## config.mk

```make
export PLATFORM = sky130hd
export DESIGN_NAME = multicycle_control
export DESIGN_NICKNAME = d
export VERILOG_FILES = /design/src/rtl/multicycle_control.sv
export SDC_FILE = /design/constraint.sdc
export NUM_CORES = 1
export LEC_CHECK = 0
export ABC_AREA = 1
export BUFFER_PORTS_ARGS = -buffer_cell sky130_fd_sc_hd__clkbuf_2
export CAP_MARGIN = 30
export CORE_ASPECT_RATIO = 1.4
export CORE_MARGIN = 4
export CORE_UTILIZATION = 48
export CTS_CLUSTER_SIZE = 30
export DETAILED_ROUTE_END_ITERATION = 7
export GPL_TIMING_DRIVEN = 0
export PLACE_DENSITY = 0.77
export SYNTH_ARGS = -nofsm -noshare
export SYNTH_HDL_FRONTEND = slang
export SYNTH_SLANG_ARGS = --single-unit
```

## constraint.sdc

```tcl
create_clock -name clk -period 8.4 [get_ports clk]
set_input_delay 0 -clock clk [delete_from_list [all_inputs] [get_ports clk]]
set_output_delay 0 -clock clk [all_outputs]
set_load 0.1 [all_outputs]
```

## src/rtl/multicycle_control.sv

```systemverilog
// multicycle_control: Moore controller for a multicycle MIPS-style datapath.
// Sequences fetch, decode, load/store, R-type, beq, j and addi.
module multicycle_control #(
   parameter int          PC_W     = 32,
   parameter logic [31:0] RESET_PC = 32'h0,
   parameter int          ADDI_EN  = 1
) (
   input  logic            clk,
   input  logic            rst,
   input  logic [31:0]     instr,
   input  logic            mem_ready,
   input  logic            alu_zero,
   output logic            mem_req,
   output logic            mem_we,
   output logic            iord,
   output logic [PC_W-1:0] pc,
   output logic [31:0]     ir,
   output logic            reg_write,
   output logic            reg_dst,
   output logic            mem_to_reg,
   output logic            alu_src_a,
   output logic [1:0]      alu_src_b,
   output logic [1:0]      alu_op,
   output logic [3:0]      state,
   output logic            illegal,
   output logic [31:0]     retired
);

   typedef enum logic [3:0] {
      S_FETCH    = 4'd0,
      S_DECODE   = 4'd1,
      S_MEM_ADDR = 4'd2,
      S_MEM_RD   = 4'd3,
      S_MEM_WB   = 4'd4,
      S_MEM_WR   = 4'd5,
      S_EXEC     = 4'd6,
      S_R_WB     = 4'd7,
      S_BRANCH   = 4'd8,
      S_JUMP     = 4'd9,
      S_ADDI_EX  = 4'd10,
      S_ADDI_WB  = 4'd11
   } state_t;

   localparam logic [5:0] OP_R    = 6'h00;
   localparam logic [5:0] OP_J    = 6'h02;
   localparam logic [5:0] OP_BEQ  = 6'h04;
   localparam logic [5:0] OP_ADDI = 6'h08;
   localparam logic [5:0] OP_LW   = 6'h23;
   localparam logic [5:0] OP_SW   = 6'h2B;

   // pc bits below 28 are replaced by a jump; the rest are kept
   localparam logic [PC_W-1:0] LO_MASK = PC_W'(32'h0FFF_FFFF);

   state_t          state_q, state_d;
   logic [PC_W-1:0] pc_q, pc_d;
   logic [31:0]     ir_q, ir_d;
   logic [31:0]     retired_q, retired_d;
   logic [5:0]      opc;
   logic [31:0]     br_off;
   logic [31:0]     j_tgt;
   logic            op_legal;

   assign opc    = ir_q[31:26];
   assign br_off = {{14{ir_q[15]}}, ir_q[15:0], 2'b00};
   assign j_tgt  = {4'b0000, ir_q[25:0], 2'b00};

   // opcodes this build knows how to execute
   always_comb begin
      op_legal = 1'b0;
      case (opc)
         OP_R, OP_J, OP_BEQ, OP_LW, OP_SW: op_legal = 1'b1;
         OP_ADDI: op_legal = (ADDI_EN != 0);
         default: op_legal = 1'b0;
      endcase
   end

   // next state, pc, ir and retire count
   always_comb begin
      state_d   = state_q;
      pc_d      = pc_q;
      ir_d      = ir_q;
      retired_d = retired_q;
      case (state_q)
         S_FETCH: begin
            if (mem_ready) begin
               ir_d    = instr;
               pc_d    = pc_q + PC_W'(4);
               state_d = S_DECODE;
            end
         end
         S_DECODE: begin
            if (!op_legal) begin
               state_d = S_FETCH;
            end else begin
               case (opc)
                  OP_R:    state_d = S_EXEC;
                  OP_LW,
                  OP_SW:   state_d = S_MEM_ADDR;
                  OP_BEQ:  state_d = S_BRANCH;
                  OP_J:    state_d = S_JUMP;
                  default: state_d = S_ADDI_EX;
               endcase
            end
         end
         S_MEM_ADDR: begin
            state_d = (opc == OP_LW) ? S_MEM_RD : S_MEM_WR;
         end
         S_MEM_RD: begin
            if (mem_ready) state_d = S_MEM_WB;
         end
         S_MEM_WB: begin
            state_d   = S_FETCH;
            retired_d = retired_q + 32'd1;
         end
         S_MEM_WR: begin
            if (mem_ready) begin
               state_d   = S_FETCH;
               retired_d = retired_q + 32'd1;
            end
         end
         S_EXEC: state_d = S_R_WB;
         S_R_WB: begin
            state_d   = S_FETCH;
            retired_d = retired_q + 32'd1;
         end
         S_BRANCH: begin
            if (alu_zero) pc_d = pc_q + br_off[PC_W-1:0];
            state_d   = S_FETCH;
            retired_d = retired_q + 32'd1;
         end
         S_JUMP: begin
            pc_d      = (pc_q & ~LO_MASK) | j_tgt[PC_W-1:0];
            state_d   = S_FETCH;
            retired_d = retired_q + 32'd1;
         end
         S_ADDI_EX: state_d = S_ADDI_WB;
         S_ADDI_WB: begin
            state_d   = S_FETCH;
            retired_d = retired_q + 32'd1;
         end
         default: state_d = S_FETCH;
      endcase
   end

   // state registers with asynchronous reset
   always_ff @(posedge clk or posedge rst) begin
      if (rst) begin
         state_q   <= S_FETCH;
         pc_q      <= RESET_PC[PC_W-1:0];
         ir_q      <= '0;
         retired_q <= '0;
      end else begin
         state_q   <= state_d;
         pc_q      <= pc_d;
         ir_q      <= ir_d;
         retired_q <= retired_d;
      end
   end

   // Moore control decode; reset silences everything, so a transfer
   // aborts at once and restarts only from the FETCH decode
   always_comb begin
      mem_req    = 1'b0;
      mem_we     = 1'b0;
      iord       = 1'b0;
      reg_write  = 1'b0;
      reg_dst    = 1'b0;
      mem_to_reg = 1'b0;
      alu_src_a  = 1'b0;
      alu_src_b  = 2'd0;
      alu_op     = 2'b00;
      illegal    = 1'b0;
      if (!rst) begin
         case (state_q)
            S_FETCH: mem_req = 1'b1;
            S_DECODE: illegal = !op_legal;
            S_MEM_ADDR: begin
               alu_src_a = 1'b1;
               alu_src_b = 2'd2;
            end
            S_MEM_RD: begin
               mem_req = 1'b1;
               iord    = 1'b1;
            end
            S_MEM_WB: begin
               reg_write  = 1'b1;
               mem_to_reg = 1'b1;
            end
            S_MEM_WR: begin
               mem_req = 1'b1;
               mem_we  = 1'b1;
               iord    = 1'b1;
            end
            S_EXEC: begin
               alu_src_a = 1'b1;
               alu_op    = 2'b10;
            end
            S_R_WB: begin
               reg_write = 1'b1;
               reg_dst   = 1'b1;
            end
            S_BRANCH: begin
               alu_src_a = 1'b1;
               alu_op    = 2'b01;
            end
            S_ADDI_EX: begin
               alu_src_a = 1'b1;
               alu_src_b = 2'd2;
            end
            S_ADDI_WB: reg_write = 1'b1;
            default: ;
         endcase
      end
   end

   assign pc      = pc_q;
   assign ir      = ir_q;
   assign retired = retired_q;
   assign state   = 4'(state_q);

endmodule

```

; Word-level counts from Yosys, hierarchy flattened
; Index checks and enable logic that the tools add are counted.
[word_totals]
latch_bits = 0
n_memories = 0
ram_bits = 0
out_inout_bits = 112
rom_bits = 0
input_bits = 36
reg_bits = 100
[op_classes]
n_eq_ne = 20
muxes = 33
multipliers = 0
addsub = 3
n_shift = 0
n_bitwise = 1
order_cmp = 0
reduce_logical = 17
div = 0
[op_table]
columns = cell, n
row1 = 32-bit two-way mux, 3
row2 = 32-bit case mux with 3 select lines, 1
row3 = 32-bit case mux with 2 select lines, 1
row4 = 32-bit by 1-bit adder with 32-bit output (second input constant), 1
row5 = 32-bit by 3-bit adder with 32-bit output (second input constant), 1
row6 = 32-bit adder, 1
row7 = 32-bit by 28-bit OR with 32-bit output, 1
row8 = 4-bit case mux with 7 select lines, 1
row9 = 1-bit two-way mux, 17
row10 = 4-bit by 3-bit equality test with 1-bit output (second input constant), 4
row11 = 4-bit equality test (second input constant), 4
row12 = 4-bit two-way mux, 4
row13 = 4-bit case mux with 4 select lines, 1
row14 = 6-bit equality test (second input constant), 2
row15 = 4-bit by 2-bit equality test with 1-bit output (second input constant), 2
row16 = 2-bit != test (second input constant), 4
row17 = 6-bit by 2-bit equality test with 1-bit output (second input constant), 1
row18 = 6-bit by 3-bit equality test with 1-bit output (second input constant), 1
row19 = 6-bit by 4-bit equality test with 1-bit output (second input constant), 1
row20 = 6-bit zero test, 1
row21 = 2-bit two-way mux, 3
row22 = 3-bit AND reduction, 2
row23 = 2-bit OR reduction, 3
row24 = 3-bit OR reduction, 2
row25 = other kinds (11), 12

; Logic depth before layout (Yosys ltp)
; Gate-level depths: netlist of the first run.
[logic_depth]
depth_word = 6
depth_mapped = 21
mapped_depth_nobuf = 20

; Least setup slack after synthesis of the first run
; Ideal clock, no wire load.
[synth_timing]
kind = register -> output
start = register state_q[2], in the netlist state[2]
end = output reg_dst
t_arrival_ns = 4.121
path_slack_ns = 4.279
path_buffers = 0
path_stages_with_launch = 3
required_time_ns = 8.400
cell_sequence = dfrtp_1 inv_2 nor4_1
[synth_via]
elab_chain_len = 3
[synth_rtl]
columns = item, line_no
row1 = from (decl), 54  ; state_t state_q, state_d;
row2 = from (signal assigned), 153  ; state_q <= state_d;
row3 = 4-bit by 3-bit equality test with 1-bit output, 174  ; case (state_q)
row4 = 1-bit two-way mux, 174
row5 = 1-bit two-way mux, 173  ; if (!rst) begin
row6 = to (decl), 19  ; output logic reg_dst,
; Every way passes these cells.

; Worst setup path in the final report of the first run
[layout_timing]
start = register state_q[0], in the netlist state[0]
end = register pc_q[30], in the netlist pc[30]
[layout_via]
elab_chain_len = 3
[layout_rtl]
columns = item, line_no
row1 = 4-bit equality test or 4-bit zero test (tied branches), 83  ; case (state_q)
row2 = 2-bit != test (no line) or 3-bit nonzero test (tied branches), n/a
row3 = 3-bit AND reduction (no line), n/a
row4 = to (signal assigned), 149  ; pc_q <= RESET_PC[PC_W-1:0];
row5 = to (signal assigned), 154  ; pc_q <= pc_d;
row6 = to (decl), 55  ; logic [PC_W-1:0] pc_q, pc_d;
; Parallel ways exist; a longest one is shown, timed or not.
; A chain may end at the register's enable or synchronous reset.

==> metrics.md, run 1 <==
| Metric | Value |
|---|---|
| Outcome | `finished clean` |
| Gpl congestion | `0.931` |
| Post_cts resized | `0` |
| Ant diodes | `0` |
| TritonCTS buffer count | `9` |
| Fill cell count | `1,210` |
| First-pass GRT wire length | `31,200 um` |
| Chip width | `106 um` |
| Hold Fails Final Rpt | `0` |
| First DRT Iteration DRCs | `357` |
| Grt ovf | `0` |
| Area Overhead vs Synth | `24.8%` |
| F_max | `0.289 GHz` |
| RSZ-0062 raised after global routing | `false` |
| Worst R2R End | `pc[30]` |
| Post-Route WL | `19,000 um` |
| DRT Pass-1 Iters | `5` |
| Number of global-route vias before repair | `6,399` |
| EDFF count, synth | `0` |
| Max Cap Viol | `0` |
| Slew Viols, Final | `0` |
| Vias | `6,556` |
| Inst Count DP | `1,207` |
| Post-Syn Area | `6480 um^2` |
| Rel. slew slack | `0.574` |
| Hold crit path type | `primary input to register` |
| Row cnt | `49` |
| Worst Skew | `4.45 ps` |
| Post-CTS Setup Repair Bufs | `0` |
| Int Pwr | `1220 uW` |
| Slowest Stage Delay on Critical Path | `450 ps` |
| Top_reg_cell synth | `dfrtp_1` |
| Initial antenna violation count | `0` |
| Largest net degree at the start of global routing | `62` |
| Most used cell, CP | `nand2_1` |
| Seq pwr share | `0.230` |
| Post-synthesis register bit count | `98` |
| CP Max Fanout | `10` |
| Worst R2R Setup Slack | `4940 ps` |
| Arr. time, crit path | `3690 ps` |
| Ys Warns | `0` |
| Reg clk slew, reported paths | `70 ps` |
| Antenna-violating nets left | `0` |
| Worst-margin pin slew | `639 ps` |
| Mapped Cells | `882` |
| WP data required | `8630 ps` |
| Port bufs | `144` |
| Final Core Density | `0.619` |
| Fin cells | `1,256` |
| IR drop worst, VDD | `0.311 mV` |
| Crit path launch | `state[0]` |
| Fraction of registers with async set/reset | `1.00` |
| Unique cell type count in the Yosys netlist | `49` |
| Die height | `145 um` |
| Clock power share | `0.128` |
| Total clock sinks | `98` |
| Die area | `15,400 um^2` |
| HPWL after DPL | `14,500 um` |
| Seq/Total Area, Yosys | `0.379` |
| DRC | `0` |
| Worst path cell trace | `nor2_2 > nand2_1 > clkbuf_1 > nor2_1 > ha_1 > a21oi_1 > o21a_1 > nand3_1 > nand2_1 > nand2_1 > nand2_1 > nand2_1 > nand2_1 > nand3_1 > nand3_1 > nand2_1` |
| Mean Syn Cell Area | `7.34 um^2` |
| Hold_buf cts | `33` |
| Multi-input gate area | `3480 um^2` |
| Net Sw Frac | `0.629` |
| Reported leakage power | `0.00438 uW` |
| Placeable Area | `13,100 um^2` |
| CTS tree | `yes` |
| Initial Util | `0.496` |
| Pwr per Cell Area | `407 nW/um^2` |
| Storage cell area | `2450 um^2` |
| R2R depth | `16` |
| Minimum clock period | `3460 ps` |
| H-Tree Depth | `3` |
| Startpoint Class | `register` |
| Psw | `2070 uW` |
| Hold_sp | `mem_ready` |
| Via density | `5.22` |
| WHS Path Cells | `4` |
| Worst-Skew Late Latency | `340 ps` |
| Setup Viol. Count Final | `0` |
| IO Count | `148` |
| Maximum clock path buffer count | `2` |
| Routed length per instance | `15.1 um` |
| Hold path endpoint | `state[0]` |
| Clk Tree Root Cell | `clkbuf_16` |
| Logic gate share of total power | `0.642` |
| Total track usage | `0.248` |
| Layout cell share with drive strength beyond 1 | `0.211` |
| Worst R2R Start | `state[0]` |
| CP max-delay cell | `dfrtp_1` |
| CP Class | `register to register` |
| Final #Nets | `1,127` |
| TNS Setup | `0 ps` |
| CP Capture Type | `register` |
| Crit share post-route | `0.411` |
## cell usage in the layout (no fill, tap or decap), types with 2 or more instances in the layout
cell type and count:
a21o_1 2, a21oi_1 37, a31oi_1 7, a41oi_1 7, buf_2 6, buf_4 3
clkbuf_1 15, clkbuf_16 9, clkbuf_2 144, clkinv_2 2, conb_1 3, dfrtp_1 98
dlygate4sd3_1 33, ha_1 17, inv_1 105, inv_2 8, inv_6 2, nand2_1 231
nand2_2 10, nand2_4 6, nand3_1 42, nand3b_1 3, nand4_1 18, nand4_2 2
nor2_1 85, nor2_2 8, nor2_4 7, nor2_8 2, nor3_1 11, nor3_2 4
nor4_1 2, nor4_4 2, o2111ai_1 2, o21a_1 2, o21ai_0 58, o21ai_1 18
o21bai_1 2, or2_2 3, xnor2_1 13, xor2_1 32
## layout make-up
| class | count | share of cell area |
|---|---|---|
| plain buffers | 24 | 0.0144 |
| inverters | 116 | 0.0543 |
| clock buffers | 11 | 0.0288 |
| multi-input cells | 646 | 0.430 |
| clock inverters | 5 | 0.00759 |
| well taps | 178 | 0.0276 |
| flip-flops and latches | 98 | 0.303 |
| repair buffers | 178 | 0.133 |
## worst max path at each step
stage	to	cells past startpoint	slack (ps)
finish	pc[30]	16	4940
global route	pc[30]	16	4630
CTS	pc[30]	16	4950
detailed placement	pc[30]	16	5020
global placement	ir[8]	3	4350
floorplan	reg_dst	2	4280
## state kept, by name, summed over array words and instances (netlist names)
| name | cells |
|---|---|
| ir | 32 |
| state | 4 |
| pc | 30 |
| retired | 32 |
## metrics by stage
| step | cell area [um^2] | power (uW) | worst slack (ps) | hold slack [ps] |
|---|---|---|---|---|
| 3_3_place_gp | 7430 | 2840 | 4350 | 205 |
| 4_1_cts | 8080 | 3300 | 4950 | 48.6 |
| 2_1_floorplan | 6480 | 2460 | 4280 | 117 |
| 6_report | 8080 | 3290 | 4940 | 43.8 |
| 3_5_place_dp | 7460 | 2860 | 5020 | 212 |
| 5_1_grt | 8080 | 3470 | 4630 | 121 |
## routing by layer
metal | share of wire | wire length (um) | global-route usage
met1 | 0.40 | 7600 | 0.290
met4 | 0.027 | 511 | 0.0998
met3 | 0.053 | 1010 | 0.0466
met5 | 0 | 0 | 0
met2 | 0.52 | 9850 | 0.442
## cells in the mapped netlist, types with 8 or more instances
| cell | number | share of area |
|---|---|---|
| nand4_1 | 18 | 0.017 |
| inv_2 | 8 | 0.0046 |
| dfrtp_1 | 98 | 0.38 |
| nand2_2 | 10 | 0.0097 |
| nand3_1 | 42 | 0.032 |
| o21ai_1 | 18 | 0.014 |
| a21oi_1 | 37 | 0.029 |
| ha_1 | 17 | 0.033 |
| clkbuf_1 | 13 | 0.0075 |
| xnor2_1 | 13 | 0.018 |
| nor2_2 | 8 | 0.0077 |
| nor2_1 | 85 | 0.049 |
| nand2_1 | 231 | 0.13 |
| inv_1 | 106 | 0.061 |
| nor3_1 | 11 | 0.0085 |
| o21ai_0 | 58 | 0.045 |
| xor2_1 | 32 | 0.043 |
## kinds of logic (layout without fill, tap and decap cells)
kind of cell / count (synthesis) / after routing / share of synthesized area
and+or+nand+nor: 440 / 440 / 0.319
AOI/OAI and AO/OA: 140 / 140 / 0.120
other: 1 / 3 / 0.000579
DFF: 98 / 98 / 0.379
adders and majority gates: 18 / 18 / 0.0359
buffers and inverters: 140 / 334 / 0.0854
xor gates and xnor gates: 45 / 45 / 0.0609
## worst max-delay path, delay by kind of cell, from the launching register on
kind | cells | cell delay [ps]
compound gates | 2 | 440
flops | 1 | 450
buf+inv | 1 | 330
simple gates | 12 | 1810
fa+ha+maj | 1 | 310
## power by group through the flow
stage	clock network (uW)	logic, uW	registers [uW]
2_1_floorplan	0	687	1770
3_3_place_gp	0	2080	762
3_5_place_dp	0	2100	764
4_1_cts	428	2120	757
5_1_grt	450	2240	777
6_report	420	2110	757
Power figures use the tool's default switching activity.
==> run 2, diff against run 1 <==
ABC_AREA = 0   (was 1)
PLACE_DENSITY = 0.78   (was 0.77)
clock period = 3.2 ns   (was 8.4 ns; I/O delays follow)
==> run 2 against run 1 <==
Sequential cell count unchanged. The flow now finishes with violations (negative setup slack). Highest routed layer is now met5. Critical path depth down 3. Cell count down 17%. Critical path type unchanged. Total power rose to 2.7 times the previous value. Synthesized cell count down 24%. Sequential power rose to 2.8 times the previous value. Clock power rose to 2.7 times the previous value. Critical endpoint is now pc[19]. Area after synthesis down 6.2%.
==> metrics.md, run 2 <==
| Metric | Value |
|---|---|
| Worst-margin pin slew | `803 ps` |
| Worst path cell trace | `nor4b_4 > buf_4 > buf_8 > and2_4 > ha_4 > a21o_1 > a211o_1 > or4_4 > a31oi_4 > buf_6 > mux2i_2 > a21oi_1 > a2bb2oi_1` |
| HPWL after DPL | `13,000 um` |
| Minimum clock period | `3450 ps` |
| Max Cap Viol | `0` |
| Chip width | `103 um` |
| Ys Warns | `0` |
| WP data required | `3410 ps` |
| Ant diodes | `0` |
| Net Sw Frac | `0.606` |
| Adder-cell area share of the yosys netlist | `0.0400` |
| Clock power share | `0.127` |
| Top_reg_cell synth | `dfrtp_1` |
| Area Overhead vs Synth | `36.2%` |
| Reg clk slew, reported paths | `70 ps` |
| Main combinational cell family by area after synthesis | `simple AND/OR/NAND/NOR gates` |
| XOR/XNOR Fraction of Synth Area | `0.0706` |
| Worst Skew | `9.70 ps` |
| Top-area cell type share of the netlist area | `0.404` |
| First-pass GRT wire length | `29,800 um` |
| Clk Tree Root Cell | `clkbuf_16` |
| Seq pwr share | `0.232` |
| Placeable Area | `12,400 um^2` |
| Reported leakage power | `0.00381 uW` |
| Int Pwr | `3560 uW` |
| First DRT Iteration DRCs | `349` |
| CP Capture Type | `register` |
| Die height | `141 um` |
| Via density | `5.82` |
| Total clock sinks | `98` |
| DRC | `0` |
| Setup Viol. Count Final | `16` |
| DRT Pass-1 Iters | `5` |
| Gpl congestion | `0.962` |
| Commonest cells after routing, fill and taps aside | `144 x clkbuf_2, 94 x dfrtp_1, 71 x nand2_1` |
| EDFF count, synth | `0` |
| Arr. time, crit path | `3660 ps` |
| Overall power | `9030 uW` |
| Row cnt | `48` |
| Most common cell after layout, fill and taps aside | `clkbuf_2` |
| Number of global-route vias before repair | `6,001` |
| Fraction of registers with async set/reset | `1.00` |
| Simple-gate area share of the yosys netlist | `0.216` |
| Hold crit path type | `primary input to register` |
| Mean Syn Cell Area | `9.12 um^2` |
| Largest area contributor in the netlist | `dfrtp_1` |
| Routed length per instance | `18.2 um` |
| Logic gate share of total power | `0.641` |
| Mapped Cells | `666` |
| Initial Util | `0.491` |
| Most common cell in the netlist | `dfrtp_1` |
| Commonest cells in the netlist | `98 x dfrtp_1, 71 x nand2_1, 62 x nor2_1` |
| CP Class | `register to register` |
| Post-Syn Area | `6080 um^2` |
| Fin Hold WS | `122 ps` |
| Initial antenna violation count | `1` |
| Die area | `14,500 um^2` |
| Antenna-violating nets left | `0` |
| Slowest Stage Delay on Critical Path | `450 ps` |
| Fill cell count | `1,012` |
| Largest net degree at the start of global routing | `56` |
| Psw | `5470 uW` |
| TNS Setup | `-2510 ps` |
| TritonCTS buffer count | `9` |
| Port bufs | `144` |
| H-Tree Depth | `3` |
| Seq/Total Area, Yosys | `0.404` |
| Final #Nets | `940` |
| Rel. slew slack | `0.460` |
| Startpoint Class | `register` |
| Grt ovf | `0` |
| CP Max Fanout | `7` |
| Post-synthesis register bit count | `98` |
| IR drop worst, VDD | `1.03 mV` |
| Failing checks | `negative setup slack` |
| Hold Fails Final Rpt | `0` |
| CP max-delay cell | `or4_4` |
| Synth Area in Compound Gates | `0.157` |
| F_max | `0.290 GHz` |
| IO Count | `148` |
| Final Core Density | `0.669` |
| Layout cell share with drive strength beyond 1 | `0.345` |
| Vias | `6,055` |
| Total track usage | `0.258` |
| Fin cells | `1,041` |
| Largest cells by area after synthesis | `dfrtp_1 40%, mux2_2 6.1%, xnor2_1 4.8%` |
| Multiplexer share of the synthesized area | `0.0743` |
| Post-Route WL | `18,900 um` |
| Outcome | `finished with violations` |
| Fin worst setup slack | `-252 ps` |
| Crit share post-route | `1.08` |
| Worst-Skew Late Latency | `350 ps` |
| Maximum clock path buffer count | `2` |
| CTS tree | `yes` |
| Inst Count DP | `963` |
| Unique cell type count in the Yosys netlist | `77` |
| Pwr per Cell Area | `1090 nW/um^2` |
| RSZ-0062 raised after global routing | `true` |
| Slew Viols, Final | `0` |
## run 2: changes by cell type in the layout (fill, tap and decap cells not counted), moves of 13 or more
cell      delta
o21ai_0     -41
inv_1       -96
xor2_1      -16
nor2_1      -23
nand3_1     -22
and2_1      +13
mux2_2      +33
nand2_1    -160
buf_4       +26
xnor2_1     +19
clkbuf_1    +14
## run 2: path summary, 6_finish.rpt
path                                     to  slack, ps  depth (start not counted)        start
worst max-delay path                 pc[19]       -250                         13     state[0]
worst min-delay path               state[0]        120                          3    mem_ready
worst max register to register       pc[19]       -250                         13     state[0]
worst min register to register  retired[31]        470                          1  retired[31]
max in group asynchronous          state[2]       2140                          4          rst
min in group asynchronous        retired[4]        390                          3          rst
## run 2: repair_timing
item / 4_1_cts / 5_1_grt
gates resized for setup: 36 / 26
buffers inserted: 28 / 9
setup endpoints to repair: 21 / 18
hold buffers: 33 / 0
endpoints found under the hold margin: 76 / 0
cloned: 0 / 0
pin swaps: 15 / 17
## run 2: power by group through the flow
stage,combinational (uW),sequential [uW],clock (uW)
final,5790,2100,1150
after global routing,6060,2160,1220
after CTS,5700,2080,1170
after detailed placement,5510,2070,0
after global placement,5470,2060,0
after floorplan,1860,4690,0
## run 2: final cells by class
cell class / instances / area (um^2) / area share
buffer: 39 / 178 / 0.0215
clock buffer: 9 / 225 / 0.0272
clock inverter: 7 / 85.1 / 0.0103
inverter: 11 / 48.8 / 0.00589
multi-input combinational: 517 / 3760 / 0.454
sequential: 98 / 2460 / 0.297
tap: 150 / 188 / 0.0227
timing repair buffer: 210 / 1340 / 0.161
## run 2: metrics by stage
step / cell area (um^2) / setup WS, ps
final: 8280 / -252
after global placement: 7110 / -1090
after CTS: 8130 / -274
after detailed placement: 7140 / -787
after global routing: 8280 / -343
after floorplan: 6200 / -499
## run 2: kinds of logic after synthesis
logic type      Yosys count
simple gates            261
compound gates          144
flops                    98
buf+inv                  53
xor+xnor                 49
mux                      41
fa+ha+maj                19
other cells               1
## run 2: critical path, delay by kind of cell (launching register included)
kind	cells	cell delay, ps
DFF	1	420
buffers and inverters	3	510
muxes	1	250
and+or+nand+nor	3	950
adders and majority gates	1	190
AOI/OAI and AO/OA	5	980
## run 2: per-layer routing
| layer | up-vias | part of all wire | GRT usage |
|---|---|---|---|
| met2 | 249 | 0.53 | 0.449 |
| li1 | 2840 | - | - |
| met4 | 2 | 0.027 | 0.117 |
| met1 | 2921 | 0.38 | 0.301 |
| met3 | 43 | 0.066 | 0.0475 |
| met5 | - | 0.00069 | 0 |
==> run 3, diff against run 2 <==
MAX_ROUTING_LAYER = met4   (was unset)
SETUP_SLACK_MARGIN = 0.1   (was unset)
==> run 3 against run 2 <==
The flow still finishes with violations (negative setup slack). First-iteration DRC count fell by 18%. Critical path depth is 2 higher. Non-clock buffer count down 8. Critical endpoint is now pc[17]. Cell count down 0.77%.
==> metrics.md, run 3 (synthesis results as in run 2) <==
| Metric | Value |
|---|---|
| Outcome | `finished with violations` |
| Failing checks | `negative setup slack` |
| Reported leakage power | `0.00379 uW` |
| Net Sw Frac | `0.594` |
| Number of global-route vias before repair | `5,919` |
| Seq pwr share | `0.228` |
| Most common cell after layout, fill and taps aside | `clkbuf_2` |
| Startpoint Class | `register` |
| Chip width | `103 um` |
| Area Overhead vs Synth | `34.6%` |
| Ant diodes | `0` |
| Post-Route WL | `18,000 um` |
| H-Tree Depth | `3` |
| GR Util met2 | `0.426` |
| Minimum clock period | `3540 ps` |
| DRC | `0` |
| Crit share post-route | `1.11` |
| Die height | `141 um` |
| Post-route cell area | `8180 um^2` |
| Clock power share | `0.138` |
| Hold crit path type | `primary input to register` |
| Port bufs | `144` |
| Hold Fails Final Rpt | `0` |
| Worst R2R Setup Slack | `-340 ps` |
| GRT busiest layer | `met2` |
| Grt ovf | `0` |
| Placeable Area | `12,400 um^2` |
| Worst path cell trace | `buf_6 > nor4b_4 > buf_6 > or2b_1 > ha_2 > a21oi_2 > nand4b_1 > a21oi_2 > or4_4 > a31oi_4 > buf_6 > buf_4 > o21ai_0 > a32oi_1 > o21ai_1` |
| CTS tree | `yes` |
| TNS Setup | `-4160 ps` |
| HPWL after DPL | `12,800 um` |
| WP depth | `15` |
| IO Count | `148` |
| Placed cell area | `7170 um^2` |
| Met1 GRT Util | `0.309` |
| Total clock sinks | `98` |
| Max Cap Viol | `0` |
| Logic gate share of total power | `0.635` |
| Vias | `5,995` |
| Fin worst setup slack | `-338 ps` |
| CP Max Fanout | `6` |
| Final Core Density | `0.661` |
| Row cnt | `48` |
| Worst Path Buf+Inv | `4` |
| Total track usage | `0.257` |
| Final #Nets | `932` |
| Setup Viol. Count Final | `17` |
| CP max-delay cell | `or4_4` |
| Reg clk slew, reported paths | `70 ps` |
| CP Class | `register to register` |
| Antenna-violating nets left | `0` |
| Met3 GRT Util | `0.0441` |
| Maximum clock path buffer count | `2` |
| Worst-Skew Late Latency | `340 ps` |
| First-pass GRT wire length | `29,000 um` |
| Crit path launch | `state[0]` |
| DRT Pass-1 Iters | `5` |
| Worst R2R End | `pc[17]` |
| Fill cell count | `1,020` |
| Gpl congestion | `1.03` |
| Rel. slew slack | `0.450` |
| Most used cell, CP | `buf_6` |
| Delay-heaviest family, CP | `simple AND/OR/NAND/NOR gates` |
| WP data required | `3420 ps` |
| Initial antenna violation count | `0` |
| IR drop worst, VDD | `0.859 mV` |
| Psw | `5380 uW` |
| Via density | `5.80` |
| Layout cell share with drive strength beyond 1 | `0.324` |
| First DRT Iteration DRCs | `287` |
| Die area | `14,500 um^2` |
| TritonCTS buffer count | `9` |
| CP endpoint | `pc[17]` |
| Clk Tree Root Cell | `clkbuf_16` |
| R2R depth | `15` |
| Slowest Stage Delay on Critical Path | `510 ps` |
| CP Capture Type | `register` |
| Routed length per instance | `17.4 um` |
| F_max | `0.283 GHz` |
| Arr. time, crit path | `3760 ps` |
| Int Pwr | `3670 uW` |
| Commonest cells after routing, fill and taps aside | `144 x clkbuf_2, 94 x dfrtp_1, 70 x nand2_1` |
| Storage cell area | `2460 um^2` |
| Overall power | `9050 uW` |
| Worst-margin pin slew | `818 ps` |
| Worst R2R Start | `state[0]` |
| Initial Util | `0.491` |
| Largest net degree at the start of global routing | `51` |
| RSZ-0062 raised after global routing | `true` |
| Fin Hold WS | `96.9 ps` |
| Worst Skew | `6.67 ps` |
| Slew Viols, Final | `0` |
| Pwr per Cell Area | `1110 nW/um^2` |
| Multi-input gate area | `3670 um^2` |
run 3: cell types whose count changed in the layout (fill, tap and decap cells not counted), sizes merged:
cell and change:
clkinvlp -2, clkbuf +4, inv -2, bufinv +2, clkinv +1, buf -11
run 3: cell type report:
cell class,count,area share
well taps,150,0.0230
inverters,11,0.00597
multi-input cells,517,0.449
plain buffers,42,0.0263
repair buffers,199,0.154
clock inverters,6,0.0138
clock buffers,10,0.0280
flip-flops and latches,98,0.301
run 3: how the worst min path moves through the flow:
stage,depth (start not counted),endpoint,from,slack (ps)
after detailed placement,2,ir[26],rst,230
after global routing,3,state[0],mem_ready,120
after CTS,3,state[0],mem_ready,70
after global placement,2,ir[4],instr[4],230
final,3,state[0],mem_ready,100
after floorplan,1,ir[15],instr[15],150
run 3: power by group through the flow:
stage	Sequential [uW]	Clock, uW	Combinational, uW
global placement	2060	0	5500
detailed placement	2070	0	5540
CTS	2060	1270	5690
finish	2060	1250	5740
floorplan	4700	0	1870
global route	2120	1320	6010
run 3: worst register-to-register path, cell delays in order (launching register included):
cell	delay, ps
dfrtp_2	410
buf_6	120
nor4b_4	370
buf_6	180
or2b_1	230
ha_2	200
a21oi_2	140
nand4b_1	170
a21oi_2	90
or4_4	510
a31oi_4	280
buf_6	200
buf_4	150
o21ai_0	70
a32oi_1	200
o21ai_1	90
run 3: what timing repair did:
action                                  CTS  global route
hold endpoints to repair                 81             0
gates resized for setup                  30            10
hold buffers                             33             0
setup buffers                            18             3
pin swaps                                16            10
endpoints found under the setup margin   22            22
run 3: metrics by stage:
step	setup slack [ps]	instances
floorplan	-499	668
global placement	-1030	962
detailed placement	-857	963
CTS	-311	1030
global route	-441	1033
finish	-338	1033
run 3: layer usage:
metal	part of all wire	routed length (um)	vias up
met5	0	0	-
met4	0.031	552	0
met3	0.066	1190	47
met2	0.51	9270	230
met1	0.39	6980	2905
li1	-	-	2813
